==> config.mk <==
export PLATFORM = sky130hd
export DESIGN_NAME = syst_ws_collector
export DESIGN_NICKNAME = d
export VERILOG_FILES = /design/src/rtl/syst_ws_pkg.sv /design/src/rtl/syst_ws_res_fifo.sv /design/src/rtl/syst_ws_collector.sv
export SDC_FILE = /design/constraint.sdc
export NUM_CORES = 1
export LEC_CHECK = 0
export ABC_CLOCK_PERIOD_IN_PS = 14400
export BUFFER_PORTS_ARGS = -buffer_cell sky130_fd_sc_hd__buf_2
export CAP_MARGIN = 20
export CORE_ASPECT_RATIO = 0.5
export CORE_MARGIN = 10
export CORE_UTILIZATION = 59
export CTS_CLUSTER_SIZE = 40
export DETAILED_ROUTE_END_ITERATION = 10
export PLACE_DENSITY = 0.77
export SLEW_MARGIN = 20
export SYNTH_ARGS = -nofsm -noshare
export SYNTH_HDL_FRONTEND = slang
export SYNTH_SLANG_ARGS = --single-unit
==> constraint.sdc <==
create_clock -name clk_i -period 14.4 [get_ports clk_i]
set_input_delay 2.16 -clock clk_i [delete_from_list [all_inputs] [get_ports clk_i]]
set_output_delay 2.16 -clock clk_i [all_outputs]
set_load 0.005 [all_outputs]
==> src/rtl/syst_ws_pkg.sv <==
// Shared types for the systolic-array result collector: default widths and
// the packed FIFO entry (sum field present only with SYST_WS_COLL_SUM_EN).
package syst_ws_pkg;

   localparam int SYST_WS_DATA_W = 19;
   localparam int SYST_WS_IDX_W  = 16;

   typedef struct packed {
      logic [SYST_WS_DATA_W-1:0] y1;
      logic [SYST_WS_DATA_W-1:0] y2;
      logic [SYST_WS_IDX_W-1:0]  idx;
`ifdef SYST_WS_COLL_SUM_EN
      logic [SYST_WS_DATA_W:0]   sum;
`endif
   } syst_ws_res_t;

endpackage

==> src/rtl/syst_ws_res_fifo.sv <==
// Synchronous FIFO of syst_ws_res_t entries; pointers carry an extra MSB.
// Ports: clk_i, rst_i (async high), push_i, pop_i, din_i, dout_o (0 when
// empty), full_o, empty_o, count_o (0..DEPTH).
module syst_ws_res_fifo
   import syst_ws_pkg::*;
#(
   parameter int DEPTH = 8
) (
   input  logic                    clk_i,
   input  logic                    rst_i,
   input  logic                    push_i,
   input  logic                    pop_i,
   input  syst_ws_res_t            din_i,
   output syst_ws_res_t            dout_o,
   output logic                    full_o,
   output logic                    empty_o,
   output logic [$clog2(DEPTH):0]  count_o
);

   localparam int AW = $clog2(DEPTH);

   syst_ws_res_t mem_q [DEPTH];
   logic [AW:0]  wr_q, wr_d;
   logic [AW:0]  rd_q, rd_d;
   logic         do_push;
   logic         do_pop;

   assign empty_o = (wr_q == rd_q);
   assign full_o  = (wr_q[AW] != rd_q[AW]) &&
                    (wr_q[AW-1:0] == rd_q[AW-1:0]);

   // A full FIFO still accepts a push when the head leaves in the same cycle.
   assign do_pop  = pop_i && !empty_o;
   assign do_push = push_i && (!full_o || do_pop);

   assign count_o = wr_q - rd_q;
   assign dout_o  = empty_o ? '0 : mem_q[rd_q[AW-1:0]];

   always_comb begin
      wr_d = wr_q;
      rd_d = rd_q;
      if (do_push) wr_d = wr_q + 1'b1;
      if (do_pop)  rd_d = rd_q + 1'b1;
   end

   always_ff @(posedge clk_i or posedge rst_i) begin
      if (rst_i) begin
         wr_q <= '0;
         rd_q <= '0;
      end else begin
         wr_q <= wr_d;
         rd_q <= rd_d;
      end
   end

   always_ff @(posedge clk_i) begin
      if (do_push) mem_q[wr_q[AW-1:0]] <= din_i;
   end

endmodule

==> src/rtl/syst_ws_collector.sv <==
// Output collector for the 2x3 weight-stationary array: tracks validity from
// x_valid_i, deskews y1/y2, tags results with an index and buffers them.
// Ports: clk_i, rst_i (async high), x_valid_i, y1_i, y2_i, res_valid_o,
// res_ready_i, res_y1_o, res_y2_o, res_idx_o, fill_o, overflow_o, and
// res_sum_o (y1+y2) when SYST_WS_COLL_SUM_EN is defined.
module syst_ws_collector
   import syst_ws_pkg::*;
#(
   parameter int DATA_W     = SYST_WS_DATA_W,
   parameter int LAT        = 3,
   parameter int SKEW       = 1,
   parameter int FIFO_DEPTH = 8,
   parameter int IDX_W      = SYST_WS_IDX_W
) (
   input  logic                          clk_i,
   input  logic                          rst_i,
   input  logic                          x_valid_i,
   input  logic [DATA_W-1:0]             y1_i,
   input  logic [DATA_W-1:0]             y2_i,
   output logic                          res_valid_o,
   input  logic                          res_ready_i,
   output logic [DATA_W-1:0]             res_y1_o,
   output logic [DATA_W-1:0]             res_y2_o,
   output logic [IDX_W-1:0]              res_idx_o,
   output logic [$clog2(FIFO_DEPTH):0]   fill_o,
`ifdef SYST_WS_COLL_SUM_EN
   output logic [DATA_W:0]               res_sum_o,
`endif
   output logic                          overflow_o
);

   localparam int DLY = LAT + SKEW;

   logic [DLY-1:0]    vld_q, vld_d;
   logic [IDX_W-1:0]  idx_q, idx_d;
   logic              ovf_q, ovf_d;
   logic [DATA_W-1:0] y1_dly;
   logic              push;
   logic              full;
   logic              empty;
   syst_ws_res_t      ent;
   syst_ws_res_t      head;

   // Validity shift register: the last tap lines up with y2 at the array.
   always_comb begin
      vld_d    = '0;
      vld_d[0] = x_valid_i;
      for (int i = 1; i < DLY; i++) vld_d[i] = vld_q[i-1];
   end

   assign push = vld_q[DLY-1];

   // y1 leaves the array SKEW cycles ahead of y2, so hold it back.
   if (SKEW == 0) begin : g_noskew
      assign y1_dly = y1_i;
   end else begin : g_skew
      logic [DATA_W-1:0] sk_q [SKEW];
      logic [DATA_W-1:0] sk_d [SKEW];

      always_comb begin
         sk_d[0] = y1_i;
         for (int i = 1; i < SKEW; i++) sk_d[i] = sk_q[i-1];
      end

      always_ff @(posedge clk_i or posedge rst_i) begin
         if (rst_i) begin
            for (int i = 0; i < SKEW; i++) sk_q[i] <= '0;
         end else begin
            for (int i = 0; i < SKEW; i++) sk_q[i] <= sk_d[i];
         end
      end

      assign y1_dly = sk_q[SKEW-1];
   end

   always_comb begin
      ent     = '0;
      ent.y1  = y1_dly;
      ent.y2  = y2_i;
      ent.idx = idx_q;
`ifdef SYST_WS_COLL_SUM_EN
      ent.sum = {1'b0, y1_dly} + {1'b0, y2_i};
`endif
   end

   // The index advances even for dropped entries so gaps show downstream.
   always_comb begin
      idx_d = idx_q;
      ovf_d = ovf_q;
      if (push) idx_d = idx_q + 1'b1;
      if (push && full && !(res_ready_i && !empty)) ovf_d = 1'b1;
   end

   always_ff @(posedge clk_i or posedge rst_i) begin
      if (rst_i) begin
         vld_q <= '0;
         idx_q <= '0;
         ovf_q <= 1'b0;
      end else begin
         vld_q <= vld_d;
         idx_q <= idx_d;
         ovf_q <= ovf_d;
      end
   end

   syst_ws_res_fifo #(
      .DEPTH   (FIFO_DEPTH)
   ) u_fifo (
      .clk_i   (clk_i),
      .rst_i   (rst_i),
      .push_i  (push),
      .pop_i   (res_ready_i),
      .din_i   (ent),
      .dout_o  (head),
      .full_o  (full),
      .empty_o (empty),
      .count_o (fill_o)
   );

   assign res_valid_o = !empty;
   assign res_y1_o    = head.y1;
   assign res_y2_o    = head.y2;
   assign res_idx_o   = head.idx;
   assign overflow_o  = ovf_q;
`ifdef SYST_WS_COLL_SUM_EN
   assign res_sum_o   = head.sum;
`endif

endmodule

==> impl_metrics.prom <==
# TYPE chip_impl_metric gauge
chip_impl_info{name="outcome",value="finished, final reports clean"} 1
chip_impl_metric{name="worst-endpoint-required",unit="ns"} 12.24
chip_impl_metric{name="syn_inst",unit=""} 1008
chip_impl_metric{name="worst_ep_arrival_time",unit="ns"} 4.61
chip_impl_metric{name="drt-wirelength-per-cell",unit="µm"} 23.66
chip_impl_metric{name="timing.hold.worst_path_depth",unit=""} 0
chip_impl_metric{name="number_of_enable_type_register_cells_in_the_synthesized_netlist",unit=""} 432
chip_impl_metric{name="post-cts-setup-buffers",unit=""} 0
chip_impl_info{name="cts-root-buf",value="clkbuf_16"} 1
chip_impl_metric{name="via_per_inst",unit=""} 6.011
chip_impl_metric{name="drt-pass1-iter-count",unit=""} 5
chip_impl_metric{name="max-slew-margin-rel",unit=""} 0.3081
chip_impl_metric{name="clockBufferDepth",unit=""} 3
chip_impl_metric{name="share_seq_of_total_power",unit=""} 0.427
chip_impl_metric{name="layout-drive-gt1-share",unit=""} 0.2068
chip_impl_metric{name="grt.total_usage",unit=""} 0.1847
chip_impl_metric{name="power.share.clock",unit=""} 0.236
chip_impl_info{name="crit_path_end_kind",value="output pin"} 1
chip_impl_metric{name="ys_warn_count",unit=""} 0
chip_impl_metric{name="port_buffers",unit=""} 101
chip_impl_metric{name="grt-ovfl-total",unit=""} 0
chip_impl_metric{name="cts.reportedPaths.clkPinSlew",unit="ns"} 0.07
chip_impl_metric{name="routed_wirelength",unit="mm"} 37.15
chip_impl_metric{name="cellLeakagePower",unit="nW"} 7.762
chip_impl_metric{name="post-dp-hpwl",unit="mm"} 20.01
chip_impl_metric{name="power.internal",unit="mW"} 2.974
chip_impl_metric{name="nFillCells",unit=""} 1935
chip_impl_metric{name="dieArea",unit="µm²"} 39660
chip_impl_metric{name="cts-hold-fix-buffers",unit=""} 0
chip_impl_metric{name="clock-sinks",unit=""} 480
chip_impl_metric{name="pwr-share-comb",unit=""} 0.337
chip_impl_metric{name="cts_htree_levels",unit=""} 2
chip_impl_metric{name="final_ant_viol_nets",unit=""} 0
chip_impl_metric{name="switching_power_share_of_the_total",unit=""} 0.3352
chip_impl_metric{name="post_cts_resized",unit=""} 0
chip_impl_info{name="unrepaired_setup_endpoints_after_global_routing",value="no"} 1
chip_impl_metric{name="drc",unit=""} 0
chip_impl_metric{name="tritoncts_buffers",unit=""} 41
chip_impl_metric{name="period_minus_slack",unit="ns"} 6.772
chip_impl_metric{name="power.switching",unit="mW"} 1.499
chip_impl_info{name="postSynth.topFlopCell",value="edfxtp_1"} 1
chip_impl_metric{name="grt_first_pass_wirelength",unit="mm"} 57.21
chip_impl_metric{name="cp_max_fo",unit=""} 60
chip_impl_metric{name="drt-initial-drc-count",unit=""} 746
chip_impl_metric{name="design.final.nets",unit=""} 1167
chip_impl_metric{name="totalNegativeSetupSlack",unit="ns"} 0
chip_impl_metric{name="slew_violations",unit=""} 0
chip_impl_metric{name="routed-via-count",unit=""} 9437
chip_impl_metric{name="maximum_number_of_pins_on_one_net_before_global_route_repair",unit=""} 61
chip_impl_metric{name="layout_worst_path_cycle_share",unit=""} 0.4702
chip_impl_metric{name="synthesis.nets",unit=""} 1057
chip_impl_metric{name="final-setup-viol-count",unit=""} 0
chip_impl_metric{name="vdd.ir_drop.worst",unit="µV"} 116.7
chip_impl_metric{name="initial_utilization",unit=""} 0.6074
chip_impl_metric{name="synth_area_per_cell",unit="µm²"} 18.56
chip_impl_info{name="hold_path_startpoint",value="vld_q[1]"} 1
chip_impl_metric{name="first_global_vias",unit=""} 9885
chip_impl_info{name="crit-reg2reg-capture",value="u_fifo.mem_q[3][28]"} 1
chip_impl_metric{name="floorplan.die.height",unit="µm"} 145.9
chip_impl_metric{name="mappedNetlistArea",unit="µm²"} 18710
chip_impl_metric{name="setup.reg_to_reg.worst_slack",unit="ns"} 10.40
chip_impl_metric{name="fmax",unit="GHz"} 0.1477
chip_impl_metric{name="place.gp.congestion",unit=""} 0.7246
chip_impl_metric{name="clock_latency",unit="ns"} 0.54
chip_impl_metric{name="areaGrowthSynthToFinish",unit="%"} 11.62
chip_impl_metric{name="chipWidth",unit="µm"} 271.8
chip_impl_metric{name="core_area",unit="µm²"} 30800
chip_impl_metric{name="total_i_o_pin_count",unit=""} 102
chip_impl_info{name="crit_path_start_kind",value="flip-flop"} 1
chip_impl_metric{name="worst_slew_pin_slew",unit="ns"} 1.038
chip_impl_metric{name="maxCapViolations",unit=""} 0
chip_impl_metric{name="cell_rows",unit=""} 45
chip_impl_metric{name="synth_cell_types",unit=""} 40
chip_impl_metric{name="synth_seq_area_share",unit=""} 0.7576
chip_impl_metric{name="timing.reg2reg.worst_path_depth",unit=""} 6
chip_impl_info{name="tritoncts",value="yes"} 1
chip_impl_metric{name="postSynthRegisterBits",unit=""} 480
chip_impl_metric{name="power_density_over_cell_area",unit="nW/µm²"} 214.2
chip_impl_info{name="rr_startpoint",value="u_fifo.rd_q[1]"} 1
chip_impl_metric{name="finalHoldViolCount",unit=""} 0
chip_impl_metric{name="grt_antenna_before_repair",unit=""} 1
chip_impl_metric{name="finClkSkew",unit="ns"} 0.01245
chip_impl_info{name="path_class",value="flip-flop to output pin"} 1
chip_impl_info{name="timing.hold.worst.class",value="flip-flop to flip-flop"} 1
chip_impl_info{name="hold_end",value="vld_q[2]"} 1
chip_impl_metric{name="hold_ws",unit="ns"} 0.3471
chip_impl_metric{name="ys_async_sr_fraction",unit=""} 0.1000
## sequential cells by signal (all words and copies together), names as in the netlist
signal / flops
g_skew.sk_q: 19
idx_q: 16
overflow_o: 1
u_fifo.mem_q: 432
u_fifo.rd_q: 4
u_fifo.wr_q: 4
vld_q: 4
## cells in the final DEF, fill, tap and decap left out, types with 2 or more instances in the layout
cell and n:
a21o_1 2, a221oi_1 18, a221oi_2 36, a22oi_1 54, buf_2 101, buf_4 21
bufinv_16 3, clkbuf_1 11, clkbuf_16 42, clkinv_1 6, clkinv_2 7, dfrtp_1 47
edfxtp_1 432, ha_1 6, inv_1 9, mux2_2 3, mux2i_1 216, nand2_1 61
nand3_1 5, nand4_1 6, nor2_1 4, nor2_4 3, nor2b_4 2, nor3_1 2
nor3_2 3, nor3_4 2, nor4_2 2, xnor2_1 13, xnor2_2 2, xor2_1 9
## power groups by stage
stage / Sequential (mW) / Clock (mW) / Combinational, mW
after global placement: 1.92 / 0 / 1.49
after detailed placement: 1.94 / 0 / 1.53
final: 1.91 / 1.06 / 1.51
after global routing: 1.93 / 1.13 / 1.63
after floorplan: 1.88 / 0 / 1.05
after CTS: 1.91 / 1.08 / 1.53
## cell type report
class,count,area [µm²],share of cell area
Sequential cell,480,14180,0.6789
Multi-Input combinational cell,463,4217,0.2019
Clock buffer,53,1092,0.05231
Timing Repair Buffer,122,663.1,0.03176
Tap cell,423,529.3,0.02534
Clock inverter,18,163.9,0.007849
Inverter,10,37.54,0.001797
Antenna cell,1,2.502,0.0001198
## per-stage QoR
stage	total power, mW	worst slack [ns]	util	instances	instance area, µm²
after CTS	4.516	7.630	0.6778	1569	20870
after global routing	4.694	7.412	0.6780	1570	20880
final	4.473	7.628	0.6780	1570	20880
after detailed placement	3.463	8.223	0.6370	1498	19620
after global placement	3.414	8.320	0.6370	1498	19620
after floorplan	2.931	6.460	-	1008	18710
## cells in the mapped netlist, drive strengths merged (2+ instances only)
library cell / number / area, µm²
and2: 2 / 12.51
nand3: 5 / 25.02
buf: 40 / 306.5
edfxtp: 432 / 12970
ha: 6 / 75.07
and4: 2 / 20.02
nor2b: 2 / 12.51
xor2: 9 / 78.83
xnor2: 15 / 146.4
a21o: 2 / 15.01
nor2: 7 / 26.28
a22oi: 54 / 405.4
nor4: 3 / 18.77
mux2i: 216 / 2162
mux2: 3 / 33.78
inv: 10 / 37.54
nand4: 7 / 50.05
nor3: 7 / 46.30
clkbuf: 15 / 60.06
nand2: 62 / 235.2
dfrtp: 48 / 1201
a221oi: 54 / 698.2
## worst max path at each step
stage | start | cells after the start | to | slack, ns
2_1_floorplan | res_ready_i | 2 | u_fifo.mem_q[1][0] | 6.46
3_3_place_gp | u_fifo.rd_q[1] | 7 | res_y1_o[18] | 8.32
3_5_place_dp | u_fifo.rd_q[1] | 7 | res_y1_o[18] | 8.22
4_1_cts | u_fifo.rd_q[1] | 7 | res_y1_o[18] | 7.63
5_1_grt | u_fifo.rd_q[1] | 7 | res_y2_o[14] | 7.41
6_report | u_fifo.rd_q[1] | 7 | res_y1_o[18] | 7.63
## per-layer routing
layer	wire [µm]	global-route usage
met5	0	0
met4	564	0.04533
met3	2320	0.03260
met2	18700	0.3132
met1	15560	0.2442
## kinds of logic after synthesis
group | after synthesis | synth area share
AOI/OAI and AO/OA | 112 | 0.06073
adders and majority gates | 7 | 0.005083
buffers and inverters | 65 | 0.02160
DFF | 480 | 0.7576
xor gates and xnor gates | 24 | 0.01204
and+or+nand+nor | 101 | 0.02555
muxes | 219 | 0.1174
## worst max-delay path: stages, from the launching register on
cell	delay [ns]
dfrtp_4	1.09
buf_4	0.92
buf_4	0.90
mux2i_1	0.16
a22oi_1	0.24
nand2_1	0.10
a221oi_1	0.29
buf_2	0.18
(Power assumes the default switching activity.)
